File: src/rtl/clk_div_multi_pkg.sv
// Shared constants and types for the multi-channel clock divider.
// Imported by the interface, the channel engine and the top level.
package clk_div_multi_pkg;

  localparam int CLK_DIV_MIN   = 2;
  localparam int CLK_DIV_DEPTH = 16;

  typedef struct packed {
    logic                     en;
    logic [CLK_DIV_DEPTH-1:0] div;
  } clk_div_cfg_t;

  typedef enum logic {
    CH_IDLE = 1'b0,
    CH_RUN  = 1'b1
  } chan_state_t;

  // Channel-select width; a single channel still needs a 1-bit select.
  function automatic int chan_width(input int n);
    return (n > 1) ? $clog2(n) : 1;
  endfunction

endpackage

File: src/rtl/clk_div_multi_if.sv
// Configuration port of the divider: valid/ready request carrying
// target channel, new divisor and new enable.
interface clk_div_multi_if
  import clk_div_multi_pkg::*;
#(
  parameter int channels = 4,
  parameter int depth    = 16
);

  localparam int CHAN_W = chan_width(channels);

  logic              cfg_valid;
  logic              cfg_ready;
  logic [CHAN_W-1:0] cfg_chan;
  logic [depth-1:0]  cfg_div;
  logic              cfg_en;

  modport master (
    output cfg_valid,
    output cfg_chan,
    output cfg_div,
    output cfg_en,
    input  cfg_ready
  );

  modport slave (
    input  cfg_valid,
    input  cfg_chan,
    input  cfg_div,
    input  cfg_en,
    output cfg_ready
  );

endinterface

File: src/rtl/clk_div_multi_chan.sv
// One divider channel: period counter, active/pending configuration and
// registered divided waveform plus period-start tick.
//
// state   | meaning
// CH_IDLE | stopped; outputs low, count held at 0, pending config applied at once
// CH_RUN  | counting a period; pending config applied only at the period boundary
module clk_div_chan
  import clk_div_multi_pkg::*;
#(
  parameter int depth     = 16,
  parameter int reset_div = 2,
  parameter bit reset_en  = 1'b1
) (
  input  logic             clock,
  input  logic             reset,
  input  logic             cfg_load,
  input  logic [depth-1:0] cfg_div,
  input  logic             cfg_en,
  output logic             pending,
  output logic             clock_slow,
  output logic             tick
);

  chan_state_t      state;
  logic [depth-1:0] count;
  logic [depth-1:0] div_act;
  logic [depth-1:0] div_pend;
  logic             en_act;
  logic             en_pend;

  logic [depth-1:0] neff;
  logic [depth-1:0] high_len;
  logic [depth-1:0] count_inc;
  logic [depth-1:0] div_next;
  logic             en_next;
  logic             boundary;

  // Divisors 0 and 1 clamp to 2; odd divisors put the extra cycle in the high phase.
  always_comb begin
    neff      = (div_act < depth'(CLK_DIV_MIN)) ? depth'(CLK_DIV_MIN) : div_act;
    high_len  = neff - (neff >> 1);
    count_inc = count + depth'(1);
    boundary  = (count == (neff - depth'(1)));
    div_next  = pending ? div_pend : div_act;
    en_next   = pending ? en_pend  : en_act;
  end

  always_ff @(posedge clock) begin
    if (reset) begin
      state      <= CH_IDLE;
      count      <= '0;
      div_act    <= depth'(reset_div);
      en_act     <= reset_en;
      div_pend   <= '0;
      en_pend    <= 1'b0;
      pending    <= 1'b0;
      clock_slow <= 1'b0;
      tick       <= 1'b0;
    end else begin
      // The top only raises cfg_load while pending is clear, so the load never
      // collides with the pending-clear paths below.
      if (cfg_load) begin
        div_pend <= cfg_div;
        en_pend  <= cfg_en;
        pending  <= 1'b1;
      end

      case (state)
        CH_IDLE: begin
          count      <= '0;
          clock_slow <= 1'b0;
          tick       <= 1'b0;
          if (pending) begin
            div_act <= div_pend;
            en_act  <= en_pend;
            pending <= 1'b0;
          end else if (en_act) begin
            state      <= CH_RUN;
            clock_slow <= 1'b1;
            tick       <= 1'b1;
          end
        end

        CH_RUN: begin
          if (boundary) begin
            count   <= '0;
            div_act <= div_next;
            en_act  <= en_next;
            if (pending) begin
              pending <= 1'b0;
            end
            clock_slow <= en_next;
            tick       <= en_next;
            if (!en_next) begin
              state <= CH_IDLE;
            end
          end else begin
            count      <= count_inc;
            clock_slow <= (count_inc < high_len);
            tick       <= 1'b0;
          end
        end

        default: state <= CH_IDLE;
      endcase
    end
  end

endmodule

File: src/rtl/clk_div_multi.sv
// Multi-channel programmable clock divider / tick generator.
// Decodes the config port onto per-channel load strobes and generates the channels.
module clk_div_multi
  import clk_div_multi_pkg::*;
#(
  parameter int channels  = 4,
  parameter int depth     = 16,
  parameter int reset_div = 2,
  parameter bit reset_en  = 1'b1
) (
  input  logic                clock,
  input  logic                reset,
  clk_div_multi_if.slave      cfg,
  output logic [channels-1:0] clock_slow,
  output logic [channels-1:0] tick
);

  localparam int CHAN_W = chan_width(channels);

  logic [channels-1:0] pending;
  logic [channels-1:0] load;
  logic                chan_ok;
  logic                ready_int;
  logic                accept;

  // Out-of-range channels always accept so the initiator never stalls on them.
  always_comb begin
    chan_ok   = (int'(cfg.cfg_chan) < channels);
    ready_int = chan_ok ? ~pending[cfg.cfg_chan] : 1'b1;
    accept    = cfg.cfg_valid & ready_int;
  end

  assign cfg.cfg_ready = ready_int;

  for (genvar i = 0; i < channels; i++) begin : g_chan
    assign load[i] = accept & (cfg.cfg_chan == CHAN_W'(i));

    clk_div_chan #(
      .depth     (depth),
      .reset_div (reset_div),
      .reset_en  (reset_en)
    ) u_chan (
      .clock      (clock),
      .reset      (reset),
      .cfg_load   (load[i]),
      .cfg_div    (cfg.cfg_div),
      .cfg_en     (cfg.cfg_en),
      .pending    (pending[i]),
      .clock_slow (clock_slow[i]),
      .tick       (tick[i])
    );
  end

endmodule

File: src/flat_wrapper.sv
// flat-port wrapper written by rule: the top's interface ports become plain ports
module clk_div_multi_flat import clk_div_multi_pkg::*;
#(
  parameter int channels  = 4,
  parameter int depth     = 16,
  parameter int reset_div = 2,
  parameter bit reset_en  = 1'b1
)
  (clock, reset, clock_slow, tick, cfg_cfg_valid, cfg_cfg_chan, cfg_cfg_div, cfg_cfg_en, cfg_cfg_ready);
  clk_div_multi_if #(.channels(channels), .depth(depth)) cfg_i ();
  input  logic clock;
  input  logic reset;
  output logic [channels-1:0] clock_slow;
  output logic [channels-1:0] tick;
  input wire logic [$bits(cfg_i.cfg_valid)-1:0] cfg_cfg_valid;
  input wire logic [$bits(cfg_i.cfg_chan)-1:0] cfg_cfg_chan;
  input wire logic [$bits(cfg_i.cfg_div)-1:0] cfg_cfg_div;
  input wire logic [$bits(cfg_i.cfg_en)-1:0] cfg_cfg_en;
  output wire logic [$bits(cfg_i.cfg_ready)-1:0] cfg_cfg_ready;
  assign cfg_i.cfg_valid = cfg_cfg_valid;
  assign cfg_i.cfg_chan = cfg_cfg_chan;
  assign cfg_i.cfg_div = cfg_cfg_div;
  assign cfg_i.cfg_en = cfg_cfg_en;
  assign cfg_cfg_ready = cfg_i.cfg_ready;
  clk_div_multi #(.channels(channels), .depth(depth), .reset_div(reset_div), .reset_en(reset_en)) u_core (.clock(clock), .reset(reset), .cfg(cfg_i), .clock_slow(clock_slow), .tick(tick));
endmodule
File: config.mk
export PLATFORM = sky130hd
export DESIGN_NAME = clk_div_multi_flat
export DESIGN_NICKNAME = d
export VERILOG_FILES = /design/src/rtl/clk_div_multi_pkg.sv /design/src/rtl/clk_div_multi_if.sv /design/src/rtl/clk_div_multi_chan.sv /design/src/rtl/clk_div_multi.sv /design/src/flat_wrapper.sv
export SDC_FILE = /design/constraint.sdc
export NUM_CORES = 1
export LEC_CHECK = 0
export BUFFER_PORTS_ARGS = -buffer_cell sky130_fd_sc_hd__buf_2
export CORE_UTILIZATION = 65
export CTS_CLUSTER_DIAMETER = 30
export CTS_CLUSTER_SIZE = 25
export DETAILED_ROUTE_END_ITERATION = 12
export GPL_TIMING_DRIVEN = 1
export MAX_ROUTING_LAYER = met4
export PLACE_DENSITY_LB_ADDON = 0.1
export SKIP_CTS_REPAIR_TIMING = 1
export SYNTH_ARGS = -nofsm -noshare
export SYNTH_HDL_FRONTEND = slang
export SYNTH_SLANG_ARGS = --single-unit
File: constraint.sdc
create_clock -name clock -period 9.9 [get_ports clock]
set_input_delay 0.495 -clock clock [delete_from_list [all_inputs] [get_ports clock]]
set_output_delay 0.495 -clock clock [all_outputs]
set_load 0.1 [all_outputs]
==> impl_metrics.csv, run 1 <==
group,metric,value,unit
final_layout,drive_gt1_share,6.754,%
yosys,synth_cells,1984,
worst_hold_path,min-delay-start,"cfg_cfg_div[1]",
floorplanning,die_y,159.5,um
sta,fin_ws,4.804,ns
critical_path,crit_start,"u_core.g_chan[0].u_chan.div_act[14]",
critical_path,cp.arrival,5.55,ns
run,drv_cap,0,
critical_path,cp-end-kind,"register",
grt,met3_usage,3.907,%
clock_network,cts_tree,"yes",
clock_network,worstSkewPairLatency,0.55,ns
yosys,syn-cell-area,0.01612,mm2
sta,tns,0,ns
worst_hold_path,hold_path.class,"in2reg",
sta,fin_skew,0.01878,ns
drt,wl_per_cell,16.29,um
floorplanning,coreArea,0.02432,mm2
drt,ant_nets,0,
clock_network,cts-root-buf,"clkbuf_16",
grt,grt_pass1_wl,62.35,mm
grt,grt_max_degree,121,
critical_path,crit_path_start_kind,"register",
grt,use_met1,37.73,%
sta,period_needed,5.096,ns
drt,dr.pass1.iters,5,
floorplanning,dieArea,0.02543,mm2
grt,grt.total_usage,30.43,%
yosys,synth_top_area_cell,"dfxtp_1",
sta,hold_viol,0,
grt,overflow,0,
clock_network,path_clk_slew,0.05,ns
floorplanning,pin_count,31,
yosys,synth.top_cell.area_share,26.83,%
sta,grt_setup_unrepaired,"no",
critical_path,required,10.35,ns
final_layout,area_delta_synth_final,10.72,%
yosys,synth_fp_nets,2210,
sta,fmax,0.1962,GHz
drt,routed_wl,37.60,mm
critical_path,criticalPathCategory,"reg2reg",
yosys,yosysSeqAreaShare,26.83,%
critical_path,cp_max_fo,5,
outcome,status,"complete, no violations",
power,leakagePower,7.238,nW
drt,drt_iter0_drc,821,
final_layout,nNetsFinal,2173,
power,ir_drop,0.0001535,V
place,dp_worst_setup_slack,4.909,ns
sta,worst_pin_slew,1.190,ns
drt,via_per_inst,5.728,
sta,fin_hold_ws,0.2600,ns
worst_hold_path,holdPathStages,3,
grt,antenna_found_initial,0,
yosys,ys_seq_elements,216,
clock_network,cts_made_buffers,47,
yosys,async_flop_share,0,%
yosys,synth_area_per_cell,8.123,um2
sta,final_max_slew_viol_count,0,
sta,post-route-period-util,51.48,%
critical_path,r2r-start,"u_core.g_chan[0].u_chan.div_act[14]",
yosys,synth_warnings,0,
clock_network,cts_sinks,216,
power,power_density,162.8,mW/mm2
sta,slew_headroom,20.47,%
clock_network,cts_max_path_buffers,3,
grt,met2_usage,50.46,%
yosys,synthFlopType,"dfxtp_1",
yosys,netlist_top_cells_area,"dfxtp_1, ha_1, xnor2_1, nand2_1, a21oi_1",
critical_path,r2r_cells,22,
clock_network,h-tree-depth,2,
grt,grt_pass1_vias,12840,
yosys,synth_cell_types,80,
grt,busiest_layer,"met2",
drt,vias,13220,
drt,drc,0,
yosys,synth_edf_count,0,
floorplanning,rows,57,
place,portBuffers,30,
place,gp_congestion,0.9558,
place,dp_hpwl,27.78,mm
sta,finalSetupViolations,0,
floorplanning,start_util,66.27,%
floorplanning,die_w,159.5,um
final_layout,antennaDiodeCount,0,
==> critical path, cell delays in order, from the launching register on <==
cell and delay (ns):
dfxtp_1 0.36, inv_1 0.08, ha_1 0.20, nor4b_1 0.15
a41oi_1 0.44, inv_1 0.13, ha_1 0.25, fa_1 0.40
o21ba_2 0.20, o21ai_0 0.28, a21oi_1 0.15, o31ai_1 0.41
a211oi_1 0.18, o41ai_1 0.42, a21oi_1 0.13, xnor2_1 0.14
ha_1 0.29, nor2b_1 0.13, o21ai_0 0.12, o21ai_0 0.10
nor3_1 0.15, a21oi_1 0.06, a211oi_1 0.22
==> synthesized netlist by cell type, types with 5 or more instances <==
library cell / n
nor2_1: 110
buf_4: 12
o41ai_1: 5
o311ai_0: 14
xor2_1: 60
o211ai_1: 8
clkbuf_1: 95
nand4_1: 25
o21bai_1: 5
inv_1: 155
dfxtp_1: 216
nand3_1: 59
a31oi_1: 25
xnor2_1: 141
nand2b_1: 71
nor2b_1: 73
o21a_1: 8
o21ai_0: 42
nand3b_1: 6
a21o_1: 22
and3_1: 17
nand4b_1: 12
a41oi_1: 5
nor4_1: 15
nor3_1: 48
nand2_1: 211
or3_1: 14
mux2i_1: 52
ha_1: 200
a21oi_1: 130
o31ai_1: 9
a211oi_1: 13
and4_1: 5
or4_1: 10
a31o_2: 5
==> per-stage QoR <==
stage,instance area [um2],power [mW],instances,utilization [%]
3_3_place_gp,16170,1.274,2222,66.49
4_1_cts,17840,2.922,2308,73.38
3_5_place_dp,16170,1.278,2222,66.49
6_report,17840,2.905,2308,73.38
2_1_floorplan,16120,1.211,1984,-
5_1_grt,17840,3.012,2308,73.38
==> layout make-up <==
| class | count | area (um2) |
|---|---|---|
| Timing Repair Buffer | 33 | 178.9 |
| Sequential cell | 216 | 4324 |
| Clock buffer | 55 | 1246 |
| Inverter | 155 | 581.8 |
| Clock inverter | 31 | 429.2 |
| Multi-Input combinational cell | 1494 | 10680 |
| Fill cell | 1897 | 6475 |
| Tap cell | 324 | 405.4 |
==> flip-flops by register name, summed over array words and instances (netlist names) <==
name / count
u_core.g_chan.u_chan.state: 4
u_core.g_chan.u_chan.pending: 4
u_core.g_chan.u_chan.div_act: 64
u_core.g_chan.u_chan.div_pend: 64
u_core.g_chan.u_chan.en_pend: 4
u_core.g_chan.u_chan.clock_slow: 4
u_core.g_chan.u_chan.tick: 4
u_core.g_chan.u_chan.en_act: 4
u_core.g_chan.u_chan.count: 64
==> per-layer routing <==
metal / wire length [um] / part of all wire (%) / up-vias
li1: - / - / 6694
met1: 16850 / 45 / 6151
met2: 17860 / 47 / 285
met3: 1732 / 4.6 / 90
met4: 1165 / 3.1 / 0
met5: 0 / 0 / -
==> logic make-up after synthesis <==
family,share of synthesized area [%]
xor+xnor,11.35
mux,3.299
flops,26.83
fa+ha+maj,16.02
simple gates,22.02
compound gates,13.53
buf+inv,6.940
==> worst paths after layout <==
| kind | endpoint | slack (ns) |
|---|---|---|
| min reg2reg | u_core.g_chan[3].u_chan.div_pend[12] | 0.45 |
| max reg2reg | u_core.g_chan[0].u_chan.clock_slow | 4.80 |
| max | u_core.g_chan[0].u_chan.clock_slow | 4.80 |
| min | u_core.g_chan[2].u_chan.div_pend[1] | 0.26 |
==> power breakdown <==
group | switching (mW) | internal (mW)
Combinational | 0.221 | 0.131
Clock | 0.525 | 1.11
Sequential | 0.0213 | 0.895
Total | 0.766 | 2.14
==> placed cells by master, fill, tap and decap left out, types with 6 or more instances in the layout <==
| master | n |
|---|---|
| dfxtp_1 | 216 |
| nand2_1 | 211 |
| ha_1 | 200 |
| inv_1 | 155 |
| xnor2_1 | 141 |
| a21oi_1 | 130 |
| nor2_1 | 110 |
| nor2b_1 | 73 |
| nand2b_1 | 71 |
| xor2_1 | 60 |
| nand3_1 | 59 |
| mux2i_1 | 52 |
| nor3_1 | 47 |
| clkbuf_16 | 47 |
| o21ai_0 | 42 |
| buf_2 | 29 |
| nand4_1 | 25 |
| a31oi_1 | 25 |
| a21o_1 | 22 |
| and3_1 | 17 |
| nor4_1 | 15 |
| or3_1 | 14 |
| o311ai_0 | 14 |
| a211oi_1 | 13 |
| nand4b_1 | 12 |
| or4_1 | 10 |
| clkinvlp_4 | 10 |
| o31ai_1 | 9 |
| o21a_1 | 8 |
| o211ai_1 | 8 |
| bufinv_16 | 8 |
| nand3b_1 | 6 |
Note: power is estimated with default switching activity, not from simulation.
==> inputs of run 2 (changes only) <==
--- a/config.mk
+++ b/config.mk
@@ -6,7 +6,7 @@
 export NUM_CORES = 1
 export LEC_CHECK = 0
 export BUFFER_PORTS_ARGS = -buffer_cell sky130_fd_sc_hd__buf_2
-export CORE_UTILIZATION = 65
+export CORE_UTILIZATION = 58
 export CTS_CLUSTER_DIAMETER = 30
 export CTS_CLUSTER_SIZE = 25
 export DETAILED_ROUTE_END_ITERATION = 12
==> constraint.sdc (replaced) <==
create_clock -name clock -period 4.5 [get_ports clock]
set_input_delay 0.225 -clock clock [delete_from_list [all_inputs] [get_ports clock]]
set_output_delay 0.225 -clock clock [all_outputs]
set_load 0.1 [all_outputs]
==> run 2 against run 1 <==
Critical path depth decreased by 1. Register-to-register slack got worse by 4.6 ns. Flip-flop and latch count unchanged. Combinational power increased by 140%. Clock-buffer cell count increased by 11. Cell count increased by 7.0%. Power increased by 130%. Largest power group unchanged. Setup slack got worse by 4.6 ns. Non-clock buffer count increased by 103. Sequential power increased by 120%. Clock power increased by 140%. Global-route usage decreased by 1.7 points. Critical path type unchanged. Critical endpoint is now u_core.g_chan[1].u_chan.clock_slow.
==> impl_metrics.csv, run 2 (synthesis gave the netlist of run 1 again) <==
group,metric,value,unit
place,gp_congestion,0.9488,
clock_network,cts-root-buf,"clkbuf_16",
drt,vias,13770,
power,clockPowerShare,57.6,%
place,portBuffers,30,
final_layout,final_cell_mix,"nand2_1, dfxtp_1, ha_1, inv_1, xnor2_1",
grt,antenna_found_initial,1,
critical_path,crit_start,"u_core.g_chan[1].u_chan.div_act[14]",
power,leakagePower,7.961,nW
critical_path,r2r-start,"u_core.g_chan[1].u_chan.div_act[14]",
sta,fin_hold_ws,0.003625,ns
drt,via_per_inst,5.575,
clock_network,cts_sinks,216,
worst_hold_path,min-delay-start,"cfg_cfg_div[15]",
sta,fin_skew,0.01383,ns
final_layout,top_regs,"u_core.g_chan.u_chan.count: 64 flops, u_core.g_chan.u_chan.div_act: 64 flops, u_core.g_chan.u_chan.div_pend: 64 flops",
floorplanning,pin_count,31,
final_layout,nNetsFinal,2281,
drt,dr.pass1.iters,6,
power,internal_power,4.983,mW
power,pwr-share-seq,29.7,%
critical_path,cp-end-kind,"register",
grt,overflow,0,
worst_hold_path,hold_path.class,"in2reg",
sta,hold_viol,0,
sta,finalSetupViolations,0,
sta,post-route-period-util,95.48,%
critical_path,required,4.98,ns
sta,grt_setup_unrepaired,"yes",
power,p_sw,1.789,mW
floorplanning,dieArea,0.02846,mm2
power,power_density,352.2,mW/mm2
clock_network,cts_max_path_buffers,3,
final_layout,drive_gt1_share,13.92,%
drt,drt_iter0_drc,873,
floorplanning,coreArea,0.02710,mm2
sta,final_max_slew_viol_count,0,
critical_path,cp_max_fo,4,
floorplanning,start_util,59.47,%
final_layout,layout_commonest_cell,"nand2_1",
clock_network,path_clk_slew,0.05,ns
grt,grt_max_degree,105,
sta,tns,0,ns
power,p_sw_share,26.42,%
clock_network,cts_tree,"yes",
sta,fmax,0.2327,GHz
final_layout,area_delta_synth_final,19.30,%
power,power_frac_comb,12.7,%
floorplanning,rows,60,
clock_network,cts_made_buffers,52,
sta,period_needed,4.297,ns
grt,grt_pass1_wl,64.79,mm
grt,grt_pass1_vias,13250,
clock_network,worstSkewPairLatency,0.57,ns
power,power,6.772,mW
drt,ant_nets,0,
critical_path,cp.arrival,4.77,ns
sta,slew_headroom,16.69,%
critical_path,crit_path_start_kind,"register",
place,dp_hpwl,29.15,mm
grt,grt.total_usage,28.72,%
final_layout,fill_cells,2119,
drt,drc,0,
critical_path,criticalPathCategory,"reg2reg",
sta,worst_pin_slew,1.247,ns
floorplanning,die_y,168.7,um
run,drv_cap,0,
floorplanning,die_w,168.7,um
drt,wl_per_cell,16.29,um
power,ir_drop,0.0003225,V
clock_network,h-tree-depth,2,
drt,routed_wl,40.23,mm
outcome,status,"complete, no violations",
run 2: through the flow:
step / setup WS [ns] / utilization, % / area, um2 / instances
final: 0.2035 / 70.95 / 19230 / 2470
after global routing: -0.04518 / 70.95 / 19230 / 2470
after CTS: -0.1805 / 68.66 / 18610 / 2434
after detailed placement: -0.1627 / 61.81 / 16750 / 2338
after global placement: 0.04195 / 61.81 / 16750 / 2338
after floorplan: 0.06757 / - / 16120 / 1984
run 2: final timing paths:
path | endpoint | depth (start not counted) | slack (ns)
min | u_core.g_chan[1].u_chan.div_pend[15] | 3 | 0.004
max | u_core.g_chan[1].u_chan.clock_slow | 21 | 0.20
min reg2reg | u_core.g_chan[2].u_chan.div_pend[9] | 2 | 0.46
max reg2reg | u_core.g_chan[1].u_chan.clock_slow | 21 | 0.20
run 2: critical path, stage by stage (launching register included):
cell and delay (ns):
dfxtp_2 0.33, inv_2 0.08, ha_4 0.13, nor4b_4 0.16
buf_4 0.17, nand4_1 0.08, nand2b_1 0.16, ha_1 0.25
nor2b_4 0.13, o21ai_2 0.19, nand3_2 0.11, a2111o_1 0.40
a311o_1 0.39, a221o_1 0.36, xnor2_1 0.15, ha_1 0.31
a21o_1 0.17, a21oi_2 0.12, o21ai_1 0.09, a21oi_2 0.14
o21bai_1 0.10, a32oi_1 0.18
run 2: area by class of cell:
class,count,area [um2],area share [%]
inverters,155,584.3,3.039
clock buffers,66,1485,7.724
multi-input cells,1494,10980,57.12
well taps,372,465.4,2.421
flip-flops and latches,216,4335,22.55
clock inverters,30,370.4,1.926
repair buffers,136,1002,5.212
diodes,1,2.502,0.01301
run 2: power by group through the flow:
stage | clock network, mW | registers (mW) | logic (mW)
floorplan | 0 | 2.03 | 0.633
CTS | 3.95 | 2.01 | 0.800
finish | 3.90 | 2.01 | 0.857
global placement | 0 | 2.05 | 0.780
global route | 4.05 | 2.02 | 0.934
detailed placement | 0 | 2.05 | 0.794
run 2: routing by layer:
| metal | vias to the layer above | part of all wire [%] | GRT usage [%] |
|---|---|---|---|
| li1 | 6927 | - | - |
| met1 | 6441 | 45 | 35.24 |
| met2 | 306 | 47 | 47.93 |
| met3 | 97 | 4.6 | 4.232 |
| met4 | 0 | 3.0 | 10.16 |
| met5 | - | 0 | - |
